File: config.mk
export PLATFORM = sky130hd
export DESIGN_NAME = wasm_loader_flat
export DESIGN_NICKNAME = d
export VERILOG_FILES = /design/src/rtl/wasm_loader_if.sv /design/src/rtl/wasm_loader.sv /design/src/flat_wrapper.sv
export SDC_FILE = /design/constraint.sdc
export NUM_CORES = 1
export LEC_CHECK = 0
export BUFFER_PORTS_ARGS = -buffer_cell sky130_fd_sc_hd__buf_2
export CORE_MARGIN = 1.5
export CORE_UTILIZATION = 50
export CTS_CLUSTER_DIAMETER = 200
export DETAILED_ROUTE_END_ITERATION = 8
export GPL_TIMING_DRIVEN = 0
export HOLD_SLACK_MARGIN = 0.12
export PLACE_DENSITY = 0.68
export SETUP_SLACK_MARGIN = 0.4
export SKIP_CTS_REPAIR_TIMING = 1
export SLEW_MARGIN = 20
export SYNTH_ARGS = -nofsm -noshare
export SYNTH_HDL_FRONTEND = slang
export SYNTH_SLANG_ARGS = --single-unit
File: constraint.sdc
create_clock -name clk -period 9.3 [get_ports clk]
set_input_delay 0.465 -clock clk [delete_from_list [all_inputs] [get_ports clk]]
set_output_delay 0.465 -clock clk [all_outputs]
set_load 0.02 [all_outputs]
File: src/rtl/wasm_loader_if.sv
// Byte-wide memory read bus shared between the boot loader and the ROM.
// The loader drives address and read enable; memory answers with data and ready.
interface wasm_loader_if;
  logic [31:0] addr;
  logic        memory_read_en;
  logic [7:0]  data_out;
  logic        memory_ready;

  modport master (output addr, output memory_read_en, input data_out, input memory_ready);
  modport slave  (input addr, input memory_read_en, output data_out, output memory_ready);
endinterface

File: src/rtl/wasm_loader.sv
// Boot loader: walks a WebAssembly image in ROM, validates the header, locates the
// entry function body and publishes the address of its first opcode.
module wasm_loader #(
  parameter logic [31:0] ROM_BASE      = 32'h0,
  parameter int          MAX_LEB_BYTES = 5
) (
  input  logic                 clk,
  input  logic                 rst,
  wasm_loader_if.master        bus,
  input  logic [31:0]          rom_len,
  output logic                 rom_mapped,
  output logic [31:0]          first_instruction,
  output logic                 parse_error,
  output logic [2:0]           error_code
);

  typedef enum logic [3:0] {
    S_HDR, S_SEC_ID, S_SEC_SIZE, S_DISPATCH, S_START_IDX, S_CODE_CNT,
    S_BODY_SIZE, S_LOCAL_CNT, S_LOCAL_N, S_LOCAL_TYPE, S_DONE, S_ERROR
  } state_t;

  typedef enum logic [1:0] {RD_REQ, RD_WAIT, RD_REL} rd_t;

  localparam logic [2:0] ERR_MAGIC   = 3'd1;
  localparam logic [2:0] ERR_VERSION = 3'd2;
  localparam logic [2:0] ERR_NO_CODE = 3'd3;
  localparam logic [2:0] ERR_LEB     = 3'd4;
  localparam logic [2:0] ERR_IMPORT  = 3'd5;
  localparam logic [2:0] ERR_TARGET  = 3'd6;
  localparam logic [2:0] ERR_RANGE   = 3'd7;

  state_t      r_state, w_state_nxt;
  rd_t         r_rd, w_rd_nxt;
  logic [31:0] r_cursor, w_cursor_nxt;
  logic [31:0] r_addr, w_addr_nxt;
  logic        r_read_en, w_read_en_nxt;
  logic [7:0]  r_byte, w_byte_nxt;
  logic [31:0] r_leb_acc, w_leb_acc_nxt;
  logic [2:0]  r_leb_cnt, w_leb_cnt_nxt;
  logic [2:0]  r_hdr_idx, w_hdr_idx_nxt;
  logic [7:0]  r_sec_id, w_sec_id_nxt;
  logic [31:0] r_sec_end, w_sec_end_nxt;
  logic [31:0] r_target, w_target_nxt;
  logic [31:0] r_body_idx, w_body_idx_nxt;
  logic [31:0] r_local_rem, w_local_rem_nxt;
  logic [31:0] r_first, w_first_nxt;
  logic        r_mapped, w_mapped_nxt;
  logic        r_error, w_error_nxt;
  logic [2:0]  r_code, w_code_nxt;

  logic        w_reading, w_is_leb, w_byte_done;
  logic        w_fail;
  logic [2:0]  w_fail_code;
  logic [7:0]  w_hdr_exp;
  logic [4:0]  w_leb_shift;
  logic [31:0] w_leb_val;
  logic        w_leb_last, w_leb_over;
  logic [32:0] w_rom_end, w_cursor_plus;

  // End of ROM and cursor+LEB sums are kept 33 bits wide so wrap-around reads as out of range.
  assign w_rom_end     = {1'b0, ROM_BASE} + {1'b0, rom_len};
  assign w_leb_shift   = 5'd7 * {2'b00, r_leb_cnt};
  assign w_leb_val     = r_leb_acc | ({25'd0, r_byte[6:0]} << w_leb_shift);
  assign w_leb_last    = ~r_byte[7];
  assign w_leb_over    = r_byte[7] && ({29'd0, r_leb_cnt} == 32'(MAX_LEB_BYTES - 1));
  assign w_cursor_plus = {1'b0, r_cursor} + {1'b0, w_leb_val};

  assign w_reading = !(r_state inside {S_DISPATCH, S_DONE, S_ERROR});
  assign w_is_leb  = r_state inside {S_SEC_SIZE, S_START_IDX, S_CODE_CNT,
                                     S_BODY_SIZE, S_LOCAL_CNT, S_LOCAL_N};

  always_comb begin
    unique case (r_hdr_idx)
      3'd0:    w_hdr_exp = 8'h00;
      3'd1:    w_hdr_exp = 8'h61;
      3'd2:    w_hdr_exp = 8'h73;
      3'd3:    w_hdr_exp = 8'h6D;
      3'd4:    w_hdr_exp = 8'h01;
      default: w_hdr_exp = 8'h00;
    endcase
  end

  always_comb begin
    w_state_nxt     = r_state;
    w_rd_nxt        = r_rd;
    w_cursor_nxt    = r_cursor;
    w_addr_nxt      = r_addr;
    w_read_en_nxt   = r_read_en;
    w_byte_nxt      = r_byte;
    w_leb_acc_nxt   = r_leb_acc;
    w_leb_cnt_nxt   = r_leb_cnt;
    w_hdr_idx_nxt   = r_hdr_idx;
    w_sec_id_nxt    = r_sec_id;
    w_sec_end_nxt   = r_sec_end;
    w_target_nxt    = r_target;
    w_body_idx_nxt  = r_body_idx;
    w_local_rem_nxt = r_local_rem;
    w_first_nxt     = r_first;
    w_mapped_nxt    = r_mapped;
    w_error_nxt     = r_error;
    w_code_nxt      = r_code;
    w_byte_done     = 1'b0;
    w_fail          = 1'b0;
    w_fail_code     = 3'd0;

    // Shared byte fetch: request, wait for ready and capture, then wait for ready to drop.
    if (w_reading) begin
      unique case (r_rd)
        RD_REQ: begin
          if (r_state == S_SEC_ID && {1'b0, r_cursor} == w_rom_end) begin
            w_fail      = 1'b1;
            w_fail_code = ERR_NO_CODE;
          end else if ({1'b0, r_cursor} >= w_rom_end) begin
            w_fail      = 1'b1;
            w_fail_code = ERR_RANGE;
          end else begin
            w_addr_nxt    = r_cursor;
            w_read_en_nxt = 1'b1;
            w_rd_nxt      = RD_WAIT;
          end
        end
        RD_WAIT: begin
          if (bus.memory_ready) begin
            w_byte_nxt    = bus.data_out;
            w_read_en_nxt = 1'b0;
            w_cursor_nxt  = r_cursor + 32'd1;
            w_rd_nxt      = RD_REL;
          end
        end
        RD_REL: begin
          if (!bus.memory_ready) begin
            w_rd_nxt    = RD_REQ;
            w_byte_done = 1'b1;
          end
        end
        default: w_rd_nxt = RD_REQ;
      endcase
    end

    if (w_byte_done) begin
      if (w_is_leb && w_leb_over) begin
        w_fail      = 1'b1;
        w_fail_code = ERR_LEB;
      end else if (w_is_leb && !w_leb_last) begin
        w_leb_acc_nxt = w_leb_val;
        w_leb_cnt_nxt = r_leb_cnt + 3'd1;
      end else begin
        w_leb_acc_nxt = 32'd0;
        w_leb_cnt_nxt = 3'd0;
        unique case (r_state)
          S_HDR: begin
            if (r_byte != w_hdr_exp) begin
              w_fail      = 1'b1;
              w_fail_code = (r_hdr_idx < 3'd4) ? ERR_MAGIC : ERR_VERSION;
            end else if (r_hdr_idx == 3'd7) begin
              w_state_nxt = S_SEC_ID;
            end else begin
              w_hdr_idx_nxt = r_hdr_idx + 3'd1;
            end
          end
          S_SEC_ID: begin
            w_sec_id_nxt = r_byte;
            w_state_nxt  = S_SEC_SIZE;
          end
          S_SEC_SIZE: begin
            if (w_cursor_plus[32] || w_cursor_plus > w_rom_end) begin
              w_fail      = 1'b1;
              w_fail_code = ERR_RANGE;
            end else begin
              w_sec_end_nxt = w_cursor_plus[31:0];
              w_state_nxt   = S_DISPATCH;
            end
          end
          S_START_IDX: begin
            w_target_nxt = w_leb_val;
            w_cursor_nxt = r_sec_end;
            w_state_nxt  = S_SEC_ID;
          end
          S_CODE_CNT: begin
            if (r_target >= w_leb_val) begin
              w_fail      = 1'b1;
              w_fail_code = ERR_TARGET;
            end else begin
              w_body_idx_nxt = 32'd0;
              w_state_nxt    = S_BODY_SIZE;
            end
          end
          S_BODY_SIZE: begin
            if (r_body_idx == r_target) begin
              w_state_nxt = S_LOCAL_CNT;
            end else if (w_cursor_plus[32] || w_cursor_plus > w_rom_end) begin
              w_fail      = 1'b1;
              w_fail_code = ERR_RANGE;
            end else begin
              w_cursor_nxt   = w_cursor_plus[31:0];
              w_body_idx_nxt = r_body_idx + 32'd1;
            end
          end
          S_LOCAL_CNT: begin
            w_local_rem_nxt = w_leb_val;
            w_state_nxt     = (w_leb_val == 32'd0) ? S_DONE : S_LOCAL_N;
          end
          S_LOCAL_N: w_state_nxt = S_LOCAL_TYPE;
          S_LOCAL_TYPE: begin
            w_local_rem_nxt = r_local_rem - 32'd1;
            w_state_nxt     = (r_local_rem == 32'd1) ? S_DONE : S_LOCAL_N;
          end
          default: ;
        endcase
      end
    end

    // Dispatch consumes one cycle with no bus activity; unknown sections are jumped over.
    if (r_state == S_DISPATCH) begin
      if (r_sec_id == 8'd2 && r_sec_end != r_cursor) begin
        w_fail      = 1'b1;
        w_fail_code = ERR_IMPORT;
      end else if (r_sec_id == 8'd8) begin
        w_state_nxt = S_START_IDX;
      end else if (r_sec_id == 8'd10) begin
        w_state_nxt = S_CODE_CNT;
      end else begin
        w_cursor_nxt = r_sec_end;
        w_state_nxt  = S_SEC_ID;
      end
    end

    if (w_state_nxt == S_DONE && r_state != S_DONE) begin
      w_first_nxt   = w_cursor_nxt;
      w_mapped_nxt  = 1'b1;
      w_read_en_nxt = 1'b0;
    end

    if (w_fail) begin
      w_state_nxt   = S_ERROR;
      w_error_nxt   = 1'b1;
      w_code_nxt    = w_fail_code;
      w_read_en_nxt = 1'b0;
    end

    if (r_state == S_DONE || r_state == S_ERROR) begin
      w_read_en_nxt = 1'b0;
    end
  end

  always_ff @(posedge clk) begin
    if (rst) begin
      r_state     <= S_HDR;
      r_rd        <= RD_REQ;
      r_cursor    <= ROM_BASE;
      r_addr      <= 32'd0;
      r_read_en   <= 1'b0;
      r_byte      <= 8'd0;
      r_leb_acc   <= 32'd0;
      r_leb_cnt   <= 3'd0;
      r_hdr_idx   <= 3'd0;
      r_sec_id    <= 8'd0;
      r_sec_end   <= 32'd0;
      r_target    <= 32'd0;
      r_body_idx  <= 32'd0;
      r_local_rem <= 32'd0;
      r_first     <= 32'd0;
      r_mapped    <= 1'b0;
      r_error     <= 1'b0;
      r_code      <= 3'd0;
    end else begin
      r_state     <= w_state_nxt;
      r_rd        <= w_rd_nxt;
      r_cursor    <= w_cursor_nxt;
      r_addr      <= w_addr_nxt;
      r_read_en   <= w_read_en_nxt;
      r_byte      <= w_byte_nxt;
      r_leb_acc   <= w_leb_acc_nxt;
      r_leb_cnt   <= w_leb_cnt_nxt;
      r_hdr_idx   <= w_hdr_idx_nxt;
      r_sec_id    <= w_sec_id_nxt;
      r_sec_end   <= w_sec_end_nxt;
      r_target    <= w_target_nxt;
      r_body_idx  <= w_body_idx_nxt;
      r_local_rem <= w_local_rem_nxt;
      r_first     <= w_first_nxt;
      r_mapped    <= w_mapped_nxt;
      r_error     <= w_error_nxt;
      r_code      <= w_code_nxt;
    end
  end

  assign bus.addr           = r_addr;
  assign bus.memory_read_en = r_read_en;
  assign rom_mapped         = r_mapped;
  assign first_instruction  = r_first;
  assign parse_error        = r_error;
  assign error_code         = r_code;

endmodule
File: src/flat_wrapper.sv
// flat-port wrapper written by rule: the top's interface ports become plain ports
module wasm_loader_flat 
#(
  parameter logic [31:0] ROM_BASE      = 32'h0,
  parameter int          MAX_LEB_BYTES = 5
)
  (clk, rst, rom_len, rom_mapped, first_instruction, parse_error, error_code, bus_addr, bus_memory_read_en, bus_data_out, bus_memory_ready);
  wasm_loader_if bus_i ();
  input  logic clk;
  input  logic rst;
  input  logic [31:0] rom_len;
  output logic rom_mapped;
  output logic [31:0] first_instruction;
  output logic parse_error;
  output logic [2:0] error_code;
  output wire logic [$bits(bus_i.addr)-1:0] bus_addr;
  output wire logic [$bits(bus_i.memory_read_en)-1:0] bus_memory_read_en;
  input wire logic [$bits(bus_i.data_out)-1:0] bus_data_out;
  input wire logic [$bits(bus_i.memory_ready)-1:0] bus_memory_ready;
  assign bus_addr = bus_i.addr;
  assign bus_memory_read_en = bus_i.memory_read_en;
  assign bus_i.data_out = bus_data_out;
  assign bus_i.memory_ready = bus_memory_ready;
  wasm_loader #(.ROM_BASE(ROM_BASE), .MAX_LEB_BYTES(MAX_LEB_BYTES)) u_core (.clk(clk), .rst(rst), .bus(bus_i), .rom_len(rom_len), .rom_mapped(rom_mapped), .first_instruction(first_instruction), .parse_error(parse_error), .error_code(error_code));
endmodule
==> results.toml <==
[clock_tree]
root_buffer = "clkbuf_16"
clock_latency_ps = 570
cts-htree-levels = 2
cts.reportedPaths.clkPinSlew_ps = 60
numClockSinks = 290
cts-buffers-inserted = 36
tritoncts = "built"
clockBufferDepth = 3

[synthesis]
yosys.area_share.simple_pct = 23.2
mean_area_per_synthesized_cell_sq_um = 7.71
synth_fp_nets = 2626
synth_compound_gate_area_share_pct = 22.8
synth_xor_area_share_pct = 6.99
ys_seq_elements = 290
flip_flop_cell_with_the_highest_count_after_synthesis = "dfxtp_1"
asyncSetResetFlopFracSynth_pct = 0
cell_area_after_synthesis_sq_um = 18800
yosys_warnings = 0
synthDistinctLibCells = 77
post_synth_adder_cell_area_pct = 9.77
yosysSeqAreaShare_pct = 30.9
synth_mux_area_share_pct = 1.44
number_of_flops_mapped_to_enable_cells_by_yosys = 0
synth_top_family_by_area = "simple AND/OR/NAND/NOR gates"
synthesis.instances = 2438

[cells_and_area]
commonest_non_fill_non_tap_cell_in_the_layout = "dfxtp_1"
antennaDiodeCount = 0
area_delta_synth_final_pct = 15.2
drive_gt1_share_pct = 11.3
fin_nets = 2790
layout.cell_area.non_filler_sq_um = 21700
mostFrequentLayoutCells = "dfxtp_1 (289), nor2_1 (261), nand2_1 (260), a21oi_1 (232), ha_1 (140)"

[place]
io_buffers = 112
dp_hpwl_mm = 58.9
final_estimated_routing_congestion_in_global_placement = 1.00
detailed_place.area_sq_um = 20000

[floorplan]
num_io_pins = 113
placement_rows = 70
die_width_um = 197
design.die.area_sq_um = 38800
floorplan.die.height_um = 197
start_util_pct = 51.1
core_region_area_sq_um = 36800

[grt]
grt.total_usage_pct = 38.6
first_pass_grt_wire_length_mm = 114
largest_net_degree_at_the_start_of_global_routing = 15
grt_overflow = 0
grt_antenna_before_repair = 1
first_global_vias = 18670

[timing]
period_share_pct = 93.8
max_slew.worst_pin.slew_ps = 1160
maximum_frequency_from_static_timing_analysis_mhz = 115
grt_setup_unrepaired = "no"
period_needed_ps = 8730
setup_viol = 0
hold_ws_ps = 145
finalClockSkew_ps = 21.4
timing.final.hold_violations = 0
timing.slew.headroom_pct = 23.0
drv_slew = 0

[worst_setup_path]
timing.critical_path.slowest_cell_delay_ps = 700
critPathKind = "register to register"
cp-start-kind = "register"
arrival_ps = 9150
critPathCaptureType = "register"
worst-path-max-fanout = 10
worstPathRequired_ps = 9720
crit_slowest_cell = "nor4_4"

[detailed_routing]
top_signal_layer_used = "met5"
vias_per_cell = 6.43
drc_errors = 0
routed-via-count = 19906
ant_nets = 0
routed_wl_met3_mm = 6.89
wire_length_per_cell_after_detailed_routing_um = 24.6
met1_length_mm = 30.7
finalWirelength_mm = 76.1
detail_route.iter0.violations = 1984
drt_pass1_iterations = 8
detailroute.wirelength.met2_mm = 34.1

[min_path]
min_path_type = "primary input to register"

[run]
cap_viol_max_count = 0

[power]
power-per-cell-area_nw_per_um2 = 137
static-leakage-power_nw = 8.85
power.total_mw = 2.98
worst_vdd_rail_ir_drop_mv = 0.143

[outcome]
run_status = "complete, no violations"
-- cells in the mapped netlist, drive strengths merged (60+ instances only) --
| cell | n | share of area [%] |
|---|---|---|
| a211oi | 65 | 2.6 |
| a21oi | 246 | 6.6 |
| clkbuf | 122 | 2.4 |
| dfxtp | 290 | 31 |
| ha | 142 | 9.5 |
| inv | 102 | 2.0 |
| nand2 | 260 | 5.2 |
| nand3 | 61 | 1.6 |
| nor2 | 266 | 5.4 |
| nor3 | 76 | 2.0 |
| o21ai | 133 | 3.5 |
| xnor2 | 90 | 4.2 |
| xor2 | 60 | 2.8 |
-- through the flow --
step                      setup TNS, ps  worst slack (ps)  util [%]  instances
final                                 0               574      58.9       3097
after global routing                  0               336      58.9       3097
after CTS                       -136750             -1590      57.8       3090
after detailed placement        -131050             -1560      54.5       3025
after global placement          -197350             -2080      54.2       3018
after floorplan                       0              2340         -       2438
-- path summary, 6_finish.rpt --
check                                         from                                         to  slack (ps)  cells past startpoint
setup / recovery  u_core.r_leb_cnt[0]$_SDFFE_PP0P_  u_core.first_instruction[22]$_SDFFE_PP0P_         570                     31
setup reg to reg  u_core.r_leb_cnt[0]$_SDFFE_PP0P_  u_core.first_instruction[22]$_SDFFE_PP0P_         570                     31
hold / removal                     bus_data_out[6]              u_core.r_byte[6]$_SDFFE_PP0P_         140                      3
hold reg to reg    u_core.bus.addr[1]$_SDFFE_PP0P_            u_core.bus.addr[1]$_SDFFE_PP0P_         450                      2
-- layer usage --
layer  global-route usage (%)  vias to the layer above
met3                     7.36                      244
met5                        0                        -
met4                     22.0                        2
met2                     62.0                     1021
li1                         -                     9179
met1                     48.6                     9460
-- final cells by class --
class	count	area [sq um]
clock buffer	50	1060
buffer	136	563
timing repair buffer	126	663
tap	468	586
multi-input combinational	1910	12400
clock inverter	15	175
inverter	102	383
sequential	290	5810
fill	3502	15100
-- logic make-up (layout without fill, tap and decap cells) --
family | after synthesis | after routing
flops | 290 | 290
simple gates | 914 | 914
mux | 23 | 23
xor+xnor | 150 | 150
fa+ha+maj | 145 | 145
compound gates | 678 | 678
buf+inv | 238 | 429
-- registers in the layout, summed over array words and instances, names as in the netlist, 4 cells and up --
name                      count
u_core.r_local_rem           32
u_core.r_byte                 8
u_core.r_sec_end             32
u_core.r_body_idx            32
u_core.r_sec_id               8
u_core.bus.addr              32
u_core.first_instruction     32
u_core.r_state                4
u_core.r_target              32
u_core.r_leb_acc             32
u_core.r_cursor              32
-- worst max-delay path, delay by kind of cell (launching register included) --
| kind | cells | cell delay [ps] |
|---|---|---|
| XOR/XNOR | 1 | 450 |
| adder cells (fa/ha/maj) | 3 | 1040 |
| buffers and inverters | 9 | 2180 |
| AO/OA/AOI/OAI | 11 | 2720 |
| multiplexers | 1 | 220 |
| AND/OR/NAND/NOR | 6 | 1530 |
| flip-flops | 1 | 410 |
-- where the power goes --
part | leakage (nW) | switching, mW | internal [mW]
registers | 2.34 | 0.00851 | 1.25
clock network | 0.602 | 0.609 | 0.889
logic | 5.91 | 0.161 | 0.0616
total | 8.85 | 0.778 | 2.20
No activity file was read; power rests on OpenSTA's default activity.
